$ cat src/rtl/nn_fetch_pkg.sv
// Shared types and constants for the neural-network weight fetch controller.
// Flash layout: hidden neurons packed first, output neurons from O_BASE upward.
package nn_fetch_pkg;

    localparam int unsigned ADDR_W    = 16;
    localparam int unsigned DATA_W    = 16;
    localparam int unsigned IDX_W     = 4;
    localparam int unsigned WIDX_W    = 6;
    localparam int unsigned CNT_W     = 4;
    localparam int unsigned H_STRIDE  = 37;
    localparam int unsigned O_STRIDE  = 3;
    localparam int unsigned O_BASE    = 296;
    localparam int unsigned LAST_ADDR = 325;

    typedef enum logic [2:0] {
        IDLE,
        SETUP,
        ACCESS,
        PRESENT,
        DONE
    } fetch_state_e;

    typedef struct packed {
        logic [DATA_W-1:0] data;
        logic              is_bias;
        logic [WIDX_W-1:0] word_idx;
    } fetch_word_t;

    // Word address of a neuron's bias; its weights follow contiguously.
    function automatic logic [ADDR_W-1:0] base_addr(input logic layer,
                                                    input logic [IDX_W-1:0] idx);
        if (layer) begin
            return ADDR_W'(O_BASE) + ADDR_W'(idx) * ADDR_W'(O_STRIDE);
        end
        return ADDR_W'(idx) * ADDR_W'(H_STRIDE);
    endfunction

endpackage

$ cat src/rtl/nn_weight_fetch_ctrl_if.sv
// Request, word-stream and flash-pin bundle of the weight fetch controller.
interface nn_weight_fetch_ctrl_if;
    import nn_fetch_pkg::*;

    logic              start;
    logic              layer_sel;
    logic [IDX_W-1:0]  neuron_idx;
    logic              out_ready;
    logic              out_valid;
    logic [DATA_W-1:0] out_data;
    logic              out_is_bias;
    logic [WIDX_W-1:0] out_word_idx;
    logic              busy;
    logic              done;
    logic              err;
    logic [ADDR_W-1:0] fm_addr;
    logic              fm_ce;
    logic              fm_oe;
    logic              fm_we;
    logic [DATA_W-1:0] fm_data;

    modport master (
        input  start, layer_sel, neuron_idx, out_ready, fm_data,
        output out_valid, out_data, out_is_bias, out_word_idx,
               busy, done, err, fm_addr, fm_ce, fm_oe, fm_we
    );

    modport slave (
        output start, layer_sel, neuron_idx, out_ready, fm_data,
        input  out_valid, out_data, out_is_bias, out_word_idx,
               busy, done, err, fm_addr, fm_ce, fm_oe, fm_we
    );

endinterface

$ cat src/rtl/flex_counter.sv
// Counts 1..rollover_val while enabled; rollover_flag is high in the cycle the
// count sits at rollover_val. Synchronous clear returns the count to 0.
module flex_counter #(
    parameter int unsigned CNT_W = 4
) (
    input  logic             clk,
    input  logic             n_rst,
    input  logic             clear,
    input  logic             count_enable,
    input  logic [CNT_W-1:0] rollover_val,
    output logic             rollover_flag
);

    logic [CNT_W-1:0] count_q;
    logic [CNT_W-1:0] count_d;

    always_comb begin
        count_d = count_q;
        if (clear) begin
            count_d = '0;
        end else if (count_enable) begin
            count_d = (count_q == rollover_val) ? CNT_W'(1) : count_q + CNT_W'(1);
        end
    end

    always_ff @(posedge clk or negedge n_rst) begin
        if (!n_rst) begin
            count_q       <= '0;
            rollover_flag <= 1'b0;
        end else begin
            count_q       <= count_d;
            rollover_flag <= (count_d == rollover_val);
        end
    end

endmodule

$ cat src/rtl/nn_weight_fetch_ctrl.sv
// Fetches one neuron's bias and packed weight words from parallel flash and
// streams them to the compute datapath over valid/ready.
module nn_weight_fetch_ctrl
    import nn_fetch_pkg::*;
#(
    parameter int unsigned WAIT_CYCLES = 2,
    parameter int unsigned H_NEURONS   = 8,
    parameter int unsigned H_WORDS     = 36,
    parameter int unsigned O_NEURONS   = 10,
    parameter int unsigned O_WORDS     = 2
) (
    input  logic                  clk,
    input  logic                  n_rst,
    nn_weight_fetch_ctrl_if.master bus
);

    fetch_state_e      state;
    logic              layer_q;
    logic [ADDR_W-1:0] base_q;
    logic [ADDR_W-1:0] fm_addr_q;
    logic [WIDX_W-1:0] widx_q;
    fetch_word_t       word_q;
    logic              out_valid_q;
    logic              busy_q;
    logic              done_q;
    logic              err_q;
    logic              ce_q;
    logic              oe_q;

    logic              req_in_range;
    logic [WIDX_W-1:0] last_idx;
    logic [WIDX_W-1:0] widx_inc;
    logic              cnt_en;
    logic              wait_done;

    assign req_in_range = bus.layer_sel ? (32'(bus.neuron_idx) < O_NEURONS)
                                        : (32'(bus.neuron_idx) < H_NEURONS);
    assign last_idx     = layer_q ? WIDX_W'(O_WORDS) : WIDX_W'(H_WORDS);
    assign widx_inc     = widx_q + WIDX_W'(1);
    assign cnt_en       = (state == SETUP) || (state == ACCESS);

    // Counting starts in SETUP so the flag lands on the last ACCESS cycle.
    flex_counter #(.CNT_W(CNT_W)) u_wait (
        .clk          (clk),
        .n_rst        (n_rst),
        .clear        (!cnt_en),
        .count_enable (cnt_en),
        .rollover_val (CNT_W'(WAIT_CYCLES)),
        .rollover_flag(wait_done)
    );

    always_ff @(posedge clk or negedge n_rst) begin
        if (!n_rst) begin
            state       <= IDLE;
            layer_q     <= 1'b0;
            base_q      <= '0;
            fm_addr_q   <= '0;
            widx_q      <= '0;
            word_q      <= '0;
            out_valid_q <= 1'b0;
            busy_q      <= 1'b0;
            done_q      <= 1'b0;
            err_q       <= 1'b0;
            ce_q        <= 1'b0;
            oe_q        <= 1'b0;
        end else begin
            done_q <= 1'b0;
            err_q  <= 1'b0;
            case (state)
                IDLE: begin
                    if (bus.start) begin
                        if (req_in_range) begin
                            layer_q   <= bus.layer_sel;
                            base_q    <= base_addr(bus.layer_sel, bus.neuron_idx);
                            fm_addr_q <= base_addr(bus.layer_sel, bus.neuron_idx);
                            widx_q    <= '0;
                            ce_q      <= 1'b1;
                            busy_q    <= 1'b1;
                            state     <= SETUP;
                        end else begin
                            err_q <= 1'b1;
                        end
                    end
                end
                SETUP: begin
                    oe_q  <= 1'b1;
                    state <= ACCESS;
                end
                ACCESS: begin
                    if (wait_done) begin
                        word_q.data     <= bus.fm_data;
                        word_q.is_bias  <= (widx_q == '0);
                        word_q.word_idx <= widx_q;
                        out_valid_q     <= 1'b1;
                        ce_q            <= 1'b0;
                        oe_q            <= 1'b0;
                        state           <= PRESENT;
                    end
                end
                PRESENT: begin
                    if (bus.out_ready) begin
                        out_valid_q <= 1'b0;
                        if (widx_q == last_idx) begin
                            busy_q <= 1'b0;
                            done_q <= 1'b1;
                            state  <= DONE;
                        end else begin
                            widx_q    <= widx_inc;
                            fm_addr_q <= base_q + ADDR_W'(widx_inc);
                            ce_q      <= 1'b1;
                            state     <= SETUP;
                        end
                    end
                end
                DONE: begin
                    state <= IDLE;
                end
                default: begin
                    state <= IDLE;
                end
            endcase
        end
    end

    assign bus.out_valid    = out_valid_q;
    assign bus.out_data     = word_q.data;
    assign bus.out_is_bias  = word_q.is_bias;
    assign bus.out_word_idx = word_q.word_idx;
    assign bus.busy         = busy_q;
    assign bus.done         = done_q;
    assign bus.err          = err_q;
    assign bus.fm_addr      = fm_addr_q;
    assign bus.fm_ce        = ce_q;
    assign bus.fm_oe        = oe_q;
    assign bus.fm_we        = 1'b0;

endmodule

$ cat src/flat_wrapper.sv
// flat-port wrapper written by rule: the top's interface ports become plain ports
module nn_weight_fetch_ctrl_flat import nn_fetch_pkg::*;
#(
    parameter int unsigned WAIT_CYCLES = 2,
    parameter int unsigned H_NEURONS   = 8,
    parameter int unsigned H_WORDS     = 36,
    parameter int unsigned O_NEURONS   = 10,
    parameter int unsigned O_WORDS     = 2
)
  (clk, n_rst, bus_start, bus_layer_sel, bus_neuron_idx, bus_out_ready, bus_fm_data, bus_out_valid, bus_out_data, bus_out_is_bias, bus_out_word_idx, bus_busy, bus_done, bus_err, bus_fm_addr, bus_fm_ce, bus_fm_oe, bus_fm_we);
  nn_weight_fetch_ctrl_if bus_i ();
  input  logic clk;
  input  logic n_rst;
  input wire logic [$bits(bus_i.start)-1:0] bus_start;
  input wire logic [$bits(bus_i.layer_sel)-1:0] bus_layer_sel;
  input wire logic [$bits(bus_i.neuron_idx)-1:0] bus_neuron_idx;
  input wire logic [$bits(bus_i.out_ready)-1:0] bus_out_ready;
  input wire logic [$bits(bus_i.fm_data)-1:0] bus_fm_data;
  output wire logic [$bits(bus_i.out_valid)-1:0] bus_out_valid;
  output wire logic [$bits(bus_i.out_data)-1:0] bus_out_data;
  output wire logic [$bits(bus_i.out_is_bias)-1:0] bus_out_is_bias;
  output wire logic [$bits(bus_i.out_word_idx)-1:0] bus_out_word_idx;
  output wire logic [$bits(bus_i.busy)-1:0] bus_busy;
  output wire logic [$bits(bus_i.done)-1:0] bus_done;
  output wire logic [$bits(bus_i.err)-1:0] bus_err;
  output wire logic [$bits(bus_i.fm_addr)-1:0] bus_fm_addr;
  output wire logic [$bits(bus_i.fm_ce)-1:0] bus_fm_ce;
  output wire logic [$bits(bus_i.fm_oe)-1:0] bus_fm_oe;
  output wire logic [$bits(bus_i.fm_we)-1:0] bus_fm_we;
  assign bus_i.start = bus_start;
  assign bus_i.layer_sel = bus_layer_sel;
  assign bus_i.neuron_idx = bus_neuron_idx;
  assign bus_i.out_ready = bus_out_ready;
  assign bus_i.fm_data = bus_fm_data;
  assign bus_out_valid = bus_i.out_valid;
  assign bus_out_data = bus_i.out_data;
  assign bus_out_is_bias = bus_i.out_is_bias;
  assign bus_out_word_idx = bus_i.out_word_idx;
  assign bus_busy = bus_i.busy;
  assign bus_done = bus_i.done;
  assign bus_err = bus_i.err;
  assign bus_fm_addr = bus_i.fm_addr;
  assign bus_fm_ce = bus_i.fm_ce;
  assign bus_fm_oe = bus_i.fm_oe;
  assign bus_fm_we = bus_i.fm_we;
  nn_weight_fetch_ctrl #(.WAIT_CYCLES(WAIT_CYCLES), .H_NEURONS(H_NEURONS), .H_WORDS(H_WORDS), .O_NEURONS(O_NEURONS), .O_WORDS(O_WORDS)) u_core (.clk(clk), .n_rst(n_rst), .bus(bus_i));
endmodule
$ cat config.mk
export PLATFORM = sky130hd
export DESIGN_NAME = nn_weight_fetch_ctrl_flat
export DESIGN_NICKNAME = d
export VERILOG_FILES = /design/src/rtl/nn_fetch_pkg.sv /design/src/rtl/nn_weight_fetch_ctrl_if.sv /design/src/rtl/flex_counter.sv /design/src/rtl/nn_weight_fetch_ctrl.sv /design/src/flat_wrapper.sv
export SDC_FILE = /design/constraint.sdc
export NUM_CORES = 1
export LEC_CHECK = 0
export BUFFER_PORTS_ARGS = -buffer_cell sky130_fd_sc_hd__buf_2
export CAP_MARGIN = 20
export CORE_MARGIN = 4
export CORE_UTILIZATION = 40
export CTS_CLUSTER_SIZE = 28
export DETAILED_ROUTE_END_ITERATION = 16
export GPL_ROUTABILITY_DRIVEN = 1
export PLACE_DENSITY_LB_ADDON = 0.05
export SYNTH_ARGS = -nofsm -noshare
export SYNTH_HDL_FRONTEND = slang
export SYNTH_SLANG_ARGS = --single-unit
$ cat constraint.sdc
create_clock -name clk -period 2.7 [get_ports clk]
set_input_delay 0.27 -clock clk [delete_from_list [all_inputs] [get_ports clk]]
set_output_delay 0.27 -clock clk [all_outputs]
set_load 0.02 [all_outputs]
==> impl_metrics.ini, run 1 <==
[placed_design]
dpl_worst_slack_ns = 0.137
numPortBuffers = 64
dp_hpwl_um = 5980
placed_area_mm2 = 0.00404
place_congestion = 0.843

[global_route]
grt_usage_pct = 16.3
grt_pass1_vias = 2648
antenna_found_initial = 0
grt_max_degree = 66
grt_overflow = 0
grt_pass1_wl_um = 13300

[critical_path]
crit_path_cell_trace = inv_1, ha_1, fa_1, a211oi_1, o21ai_1, buf_4, a21oi_1, nor3b_1, o31ai_1
cp_top_family = compound AO/OA/AOI/OAI gates
crit_buf_inv = 2
cp_slowest_cell = fa_1
cp-start-kind = flop
crit_type = flop to flop
cp_slowest_stage_delay_ns = 0.47
setup.worst_path.end_class = flop
cp.arrival_ns = 2.70
worstPathMaxFanout = 7
cp.required_ns = 2.95

[route]
avgViaCountPerCell = 5.23
drtAntennaViolNets = 0
remaining_drc_errors = 0
post_drt_wl_per_cell_um = 15.7
routed_wl_um = 8180
first_pass_iters = 4
num_vias = 2730
first_iter_violations = 101

[sta]
skew_ns = 0.00785
setup_violations = 0
grt_setup_unrepaired = false
finalCritPeriodShare_pct = 90.9
tightest_slew_ns = 0.834
slew_headroom_pct = 44.4
max_freq_mhz = 408
min_period_ns = 2.45
drv_slew = 0
tns_ns = 0
timing.final.ws_setup_ns = 0.247
finalHoldViolCount = 0
whs_ns = 0.0840

[synth]
synthMostInstantiatedCell = dfrtp_1
syn_area_mm2 = 0.00362
ys_ff_latch = 65
synth_edf_count = 0
async_reset_ff_share_pct = 100
yosysTopAreaCell = dfrtp_1
syn-instance-count = 341
synth_warnings = 0
yosysSeqAreaShare_pct = 45.0
ys.flop_type = dfrtp_1
ys_types = 51
synthDominantCellAreaShare_pct = 45.0
ys_top_cells_by_area = dfrtp_1 (45%), ha_1 (9.3%), mux2_2 (8.7%)
avgSynthCellArea_um2 = 10.6
synth_commonest_cells = dfrtp_1 (65), mux2_2 (28), ha_1 (27)

[clock_network]
clk_path_buf_depth = 2
clk_latency_ns = 0.34
post_cts_buffers = 0
cts_tree = built
cts-buffers-inserted = 9
path_clk_slew_ns = 0.08
clkSinkCount = 65
root_buffer = clkbuf_8
h-tree-depth = 3

[run]
cap_viol_max_count = 0

[die]
start_util_pct = 41.3
num_rows = 34
die_w_um = 103
die_y_um = 103
die_area_mm2 = 0.0106
core_mm2 = 0.00876
io_pins = 71

[outcome]
status = complete, no violations

[pwr]
powerDensity_mw_per_mm2 = 1080
ir_worst_vdd_mv = 0.520
power.leakage_nw = 2.11

[layout]
syn2layout_area_growth_pct = 17.5
final_util_pct = 48.5
drive_above_1_share_pct = 30.9
diodes = 0
fin_area_mm2 = 0.00425
fill_cells = 823
nets = 463

[hold_path]
hold_path.class = primary input to async pin
[worst paths after layout]
check	start	to	slack, ns	cells past startpoint
setup / recovery	u_core.widx_q[0]	u_core.bus.fm_addr[8]	0.25	9
hold reg to reg	u_core.bus.out_valid	u_core.bus.out_valid	0.48	1
hold / removal	n_rst	u_core.u_wait.count_q[0]	0.08	2
max in group asynchronous	n_rst	u_core.widx_q[0]	1.99	2
min in group clk	bus_fm_data[5]	u_core.bus.out_data[5]	0.15	2
setup reg to reg	u_core.widx_q[0]	u_core.bus.fm_addr[8]	0.25	9
[area by class of cell]
class	count	area, um2	area share [%]
clock buffers	9	124	2.92
clock inverters	7	77.6	1.83
inverters	15	56.3	1.33
multi-input cells	244	1830	43.1
flip-flops and latches	65	1630	38.3
well taps	108	135	3.18
repair buffers	74	395	9.31
[through the flow]
| stage | cells | total power, mW |
|---|---|---|
| finish | 522 | 4.61 |
| floorplan | 346 | 3.14 |
| CTS | 522 | 4.66 |
| global route | 522 | 5.00 |
| global placement | 506 | 3.76 |
| detailed placement | 506 | 3.79 |
[cell usage in the layout, fill, tap and decap left out, drive strengths merged, types with 4 or more instances in the layout]
| cell type | netlist | final |
|---|---|---|
| nand2 | 19 | 19 |
| nor2 | 16 | 16 |
| conb | 1 | 6 |
| ha | 27 | 27 |
| dfrtp | 65 | 65 |
| a21oi | 16 | 16 |
| o21ai | 27 | 27 |
| xnor2 | 8 | 8 |
| inv | 15 | 17 |
| a21o | 7 | 7 |
| nand3 | 17 | 17 |
| nor3 | 6 | 6 |
| mux2i | 7 | 7 |
| clkbuf | 6 | 9 |
| mux2 | 29 | 29 |
| xor2 | 6 | 6 |
| buf | 16 | 74 |
| a211oi | 4 | 4 |
[worst register-to-register path, delay by kind of cell (launching register included)]
kind            cells  cell delay, ns
compound gates      4            0.83
fa+ha+maj           2            0.82
flops               1            0.42
buf+inv             2            0.24
simple gates        1            0.06
[flip-flops by register name, indices dropped and copies added (netlist names)]
register                     count
u_core.bus.done                  1
u_core.bus.err                   1
u_core.bus.out_data             16
u_core.bus.fm_oe                 1
u_core.bus.out_valid             1
u_core.bus.out_is_bias           1
u_core.bus.fm_addr              11
u_core.u_wait.rollover_flag      1
u_core.state                     3
u_core.layer_q                   1
u_core.bus.fm_ce                 1
u_core.bus.out_word_idx          6
u_core.widx_q                    6
u_core.bus.busy                  1
u_core.base_q                   10
u_core.u_wait.count_q            4
[per-layer routing]
metal	part of all wire [%]	track usage, %
met3	4.8	5.14
met4	1.2	4.28
met5	0	0
met1	46	21.5
met2	48	25.9
[logic make-up (layout without fill, tap and decap cells)]
logic type               Yosys count  after routing  share of synthesized area, %
multiplexers                      36             36                          11.1
XOR/XNOR                          14             14                          3.39
AO/OA/AOI/OAI                     72             72                          12.3
flip-flops                        65             65                          45.0
other                              1              6                         0.104
buffers and inverters             37            105                          5.12
adder cells (fa/ha/maj)           29             29                          10.4
AND/OR/NAND/NOR                   87             87                          12.6
[power by group]
group	total, mW	switching [mW]	internal [mW]
Combinational	2.12	1.22	0.902
Clock	0.838	0.404	0.434
Sequential	1.65	0.289	1.36
Total	4.61	1.91	2.70
[timing repair]
| item | in CTS | in global routing |
|---|---|---|
| setup endpoints to repair | 0 | 3 |
| hold buffers | 0 | 0 |
| gates resized for setup | 0 | 5 |
| endpoints found under the hold margin | 0 | 0 |
(Power assumes the default switching activity.)
==> run 2, diff against run 1 <==
- CORE_UTILIZATION: 40 -> 45
==> run 2 against run 1 <==
Global-route usage rose by 1.0 points. Critical path depth fell by 1. Sequential power barely moved. Utilization rose by 6.5 points. Combinational power barely moved. Clock-buffer cell count did not move. Maximum frequency barely moved. Cell area rose by 0.56%. Routed wire length fell by 5.2%. Critical path type unchanged.
==> impl_metrics.ini, run 2 (same netlist as run 1, synthesis figures left out) <==
[outcome]
status = complete, no violations

[global_route]
grt_overflow = 0
grt_usage_pct = 17.3
grt_max_degree = 60
grt_pass1_wl_um = 13400
antenna_found_initial = 0
grt_pass1_vias = 2665

[clock_network]
root_buffer = clkbuf_8
clkSinkCount = 65
clk_path_buf_depth = 2
path_clk_slew_ns = 0.07
clk_latency_ns = 0.34
h-tree-depth = 3
cts_tree = built
cts-buffers-inserted = 9
post_cts_buffers = 0

[sta]
max_freq_mhz = 408
slew_headroom_pct = 61.0
skew_ns = 0.00600
finalHoldViolCount = 0
setup_violations = 0
min_period_ns = 2.45
tns_ns = 0
tightest_slew_ns = 0.582
grt_setup_unrepaired = false
drv_slew = 0
finalCritPeriodShare_pct = 90.8
whs_ns = 0.159

[die]
die_area_mm2 = 0.00954
num_rows = 32
die_w_um = 97.7
die_y_um = 97.7
io_pins = 71
start_util_pct = 46.6
core_mm2 = 0.00777

[placed_design]
place_congestion = 0.767
numPortBuffers = 64
dp_hpwl_um = 5720

[layout]
final_cell_mix = buf_2 (64), dfrtp_1 (63), mux2_2 (28)
nets = 463
fill_cells = 725
largest_reg_flops = 16
drive_above_1_share_pct = 30.7
diodes = 0
final_common_cell = buf_2
syn2layout_area_growth_pct = 18.1

[critical_path]
cp.arrival_ns = 2.67
cp.required_ns = 2.92
cp_slowest_stage_delay_ns = 0.47
worstPathMaxFanout = 7
crit_path_cell_trace = inv_1, ha_1, fa_1, a211oi_1, o21ai_1, o21ai_0, xnor2_1, a221o_1
cp_slowest_cell = fa_1
crit_type = flop to flop
cp-start-kind = flop
setup.worst_path.end_class = flop

[route]
avgViaCountPerCell = 5.27
drtAntennaViolNets = 0
first_pass_iters = 4
remaining_drc_errors = 0
post_drt_wl_per_cell_um = 15.0
num_vias = 2721
routed_wl_um = 7750
first_iter_violations = 70

[pwr]
powerDensity_mw_per_mm2 = 1090
ir_worst_vdd_mv = 0.583
power.leakage_nw = 2.12

[hold_path]
hold_path.class = primary input to flop

[run]
cap_viol_max_count = 0
## run 2: per-stage QoR
stage	setup slack [ns]	area (um2)	instances	total power, mW	util (%)
floorplan	0.372	3640	346	3.14	-
global placement	0.230	4040	499	3.75	51.9
detailed placement	0.163	4040	499	3.77	51.9
CTS	0.141	4260	516	4.70	54.9
global route	0.000852	4270	516	5.06	55.0
finish	0.248	4270	516	4.67	55.0
## run 2: what timing repair did
item	in CTS	in global routing
resized for setup	0	5
endpoints found under the setup margin	0	3
hold buffers	1	0
endpoints found under the hold margin	6	0
## run 2: path summary, 6_finish.rpt
path	from	endpoint	slack [ns]	cells past startpoint
worst max-delay path	u_core.widx_q[0]	u_core.bus.fm_addr[6]	0.25	8
worst min-delay path	bus_fm_data[6]	u_core.bus.out_data[6]	0.16	2
worst max register to register	u_core.widx_q[0]	u_core.bus.fm_addr[6]	0.25	8
worst min register to register	u_core.bus.out_valid	u_core.bus.out_valid	0.50	1
max in group asynchronous	n_rst	u_core.widx_q[0]	1.83	3
min in group asynchronous	n_rst	u_core.u_wait.count_q[3]	0.30	2
## run 2: layout make-up
cell class                      count  area [um2]  share of cell area [%]
Timing Repair Buffer               74         410                    9.60
Clock inverter                      7        93.8                    2.20
Multi-Input combinational cell    244        1830                    42.9
Tap cell                          102         128                    2.99
Sequential cell                    65        1630                    38.1
Clock buffer                        9         124                    2.90
Inverter                           15        56.3                    1.32
## run 2: worst max-delay path, delay by kind of cell (launching register included)
kind                       cells  cell delay [ns]
AOI/OAI and AO/OA              4             0.94
xor gates and xnor gates       1             0.09
adders and majority gates      2             0.81
buffers and inverters          1             0.08
DFF                            1             0.43
## run 2: routing by layer
layer | track usage, % | vias to the layer above | share of wire (%)
li1 | - | 1337 | -
met1 | 23.7 | 1329 | 47
met2 | 26.7 | 45 | 47
met3 | 4.38 | 10 | 3.9
met4 | 5.54 | 0 | 1.3
met5 | 0 | - | 0
## run 2: power by group
group	internal [mW]	switching [mW]	leakage, nW	total (mW)
sequential	1.36	0.290	0.817	1.65
combinational	0.908	1.20	1.20	2.11
clock	0.519	0.387	0.106	0.907
total	2.79	1.88	2.12	4.67
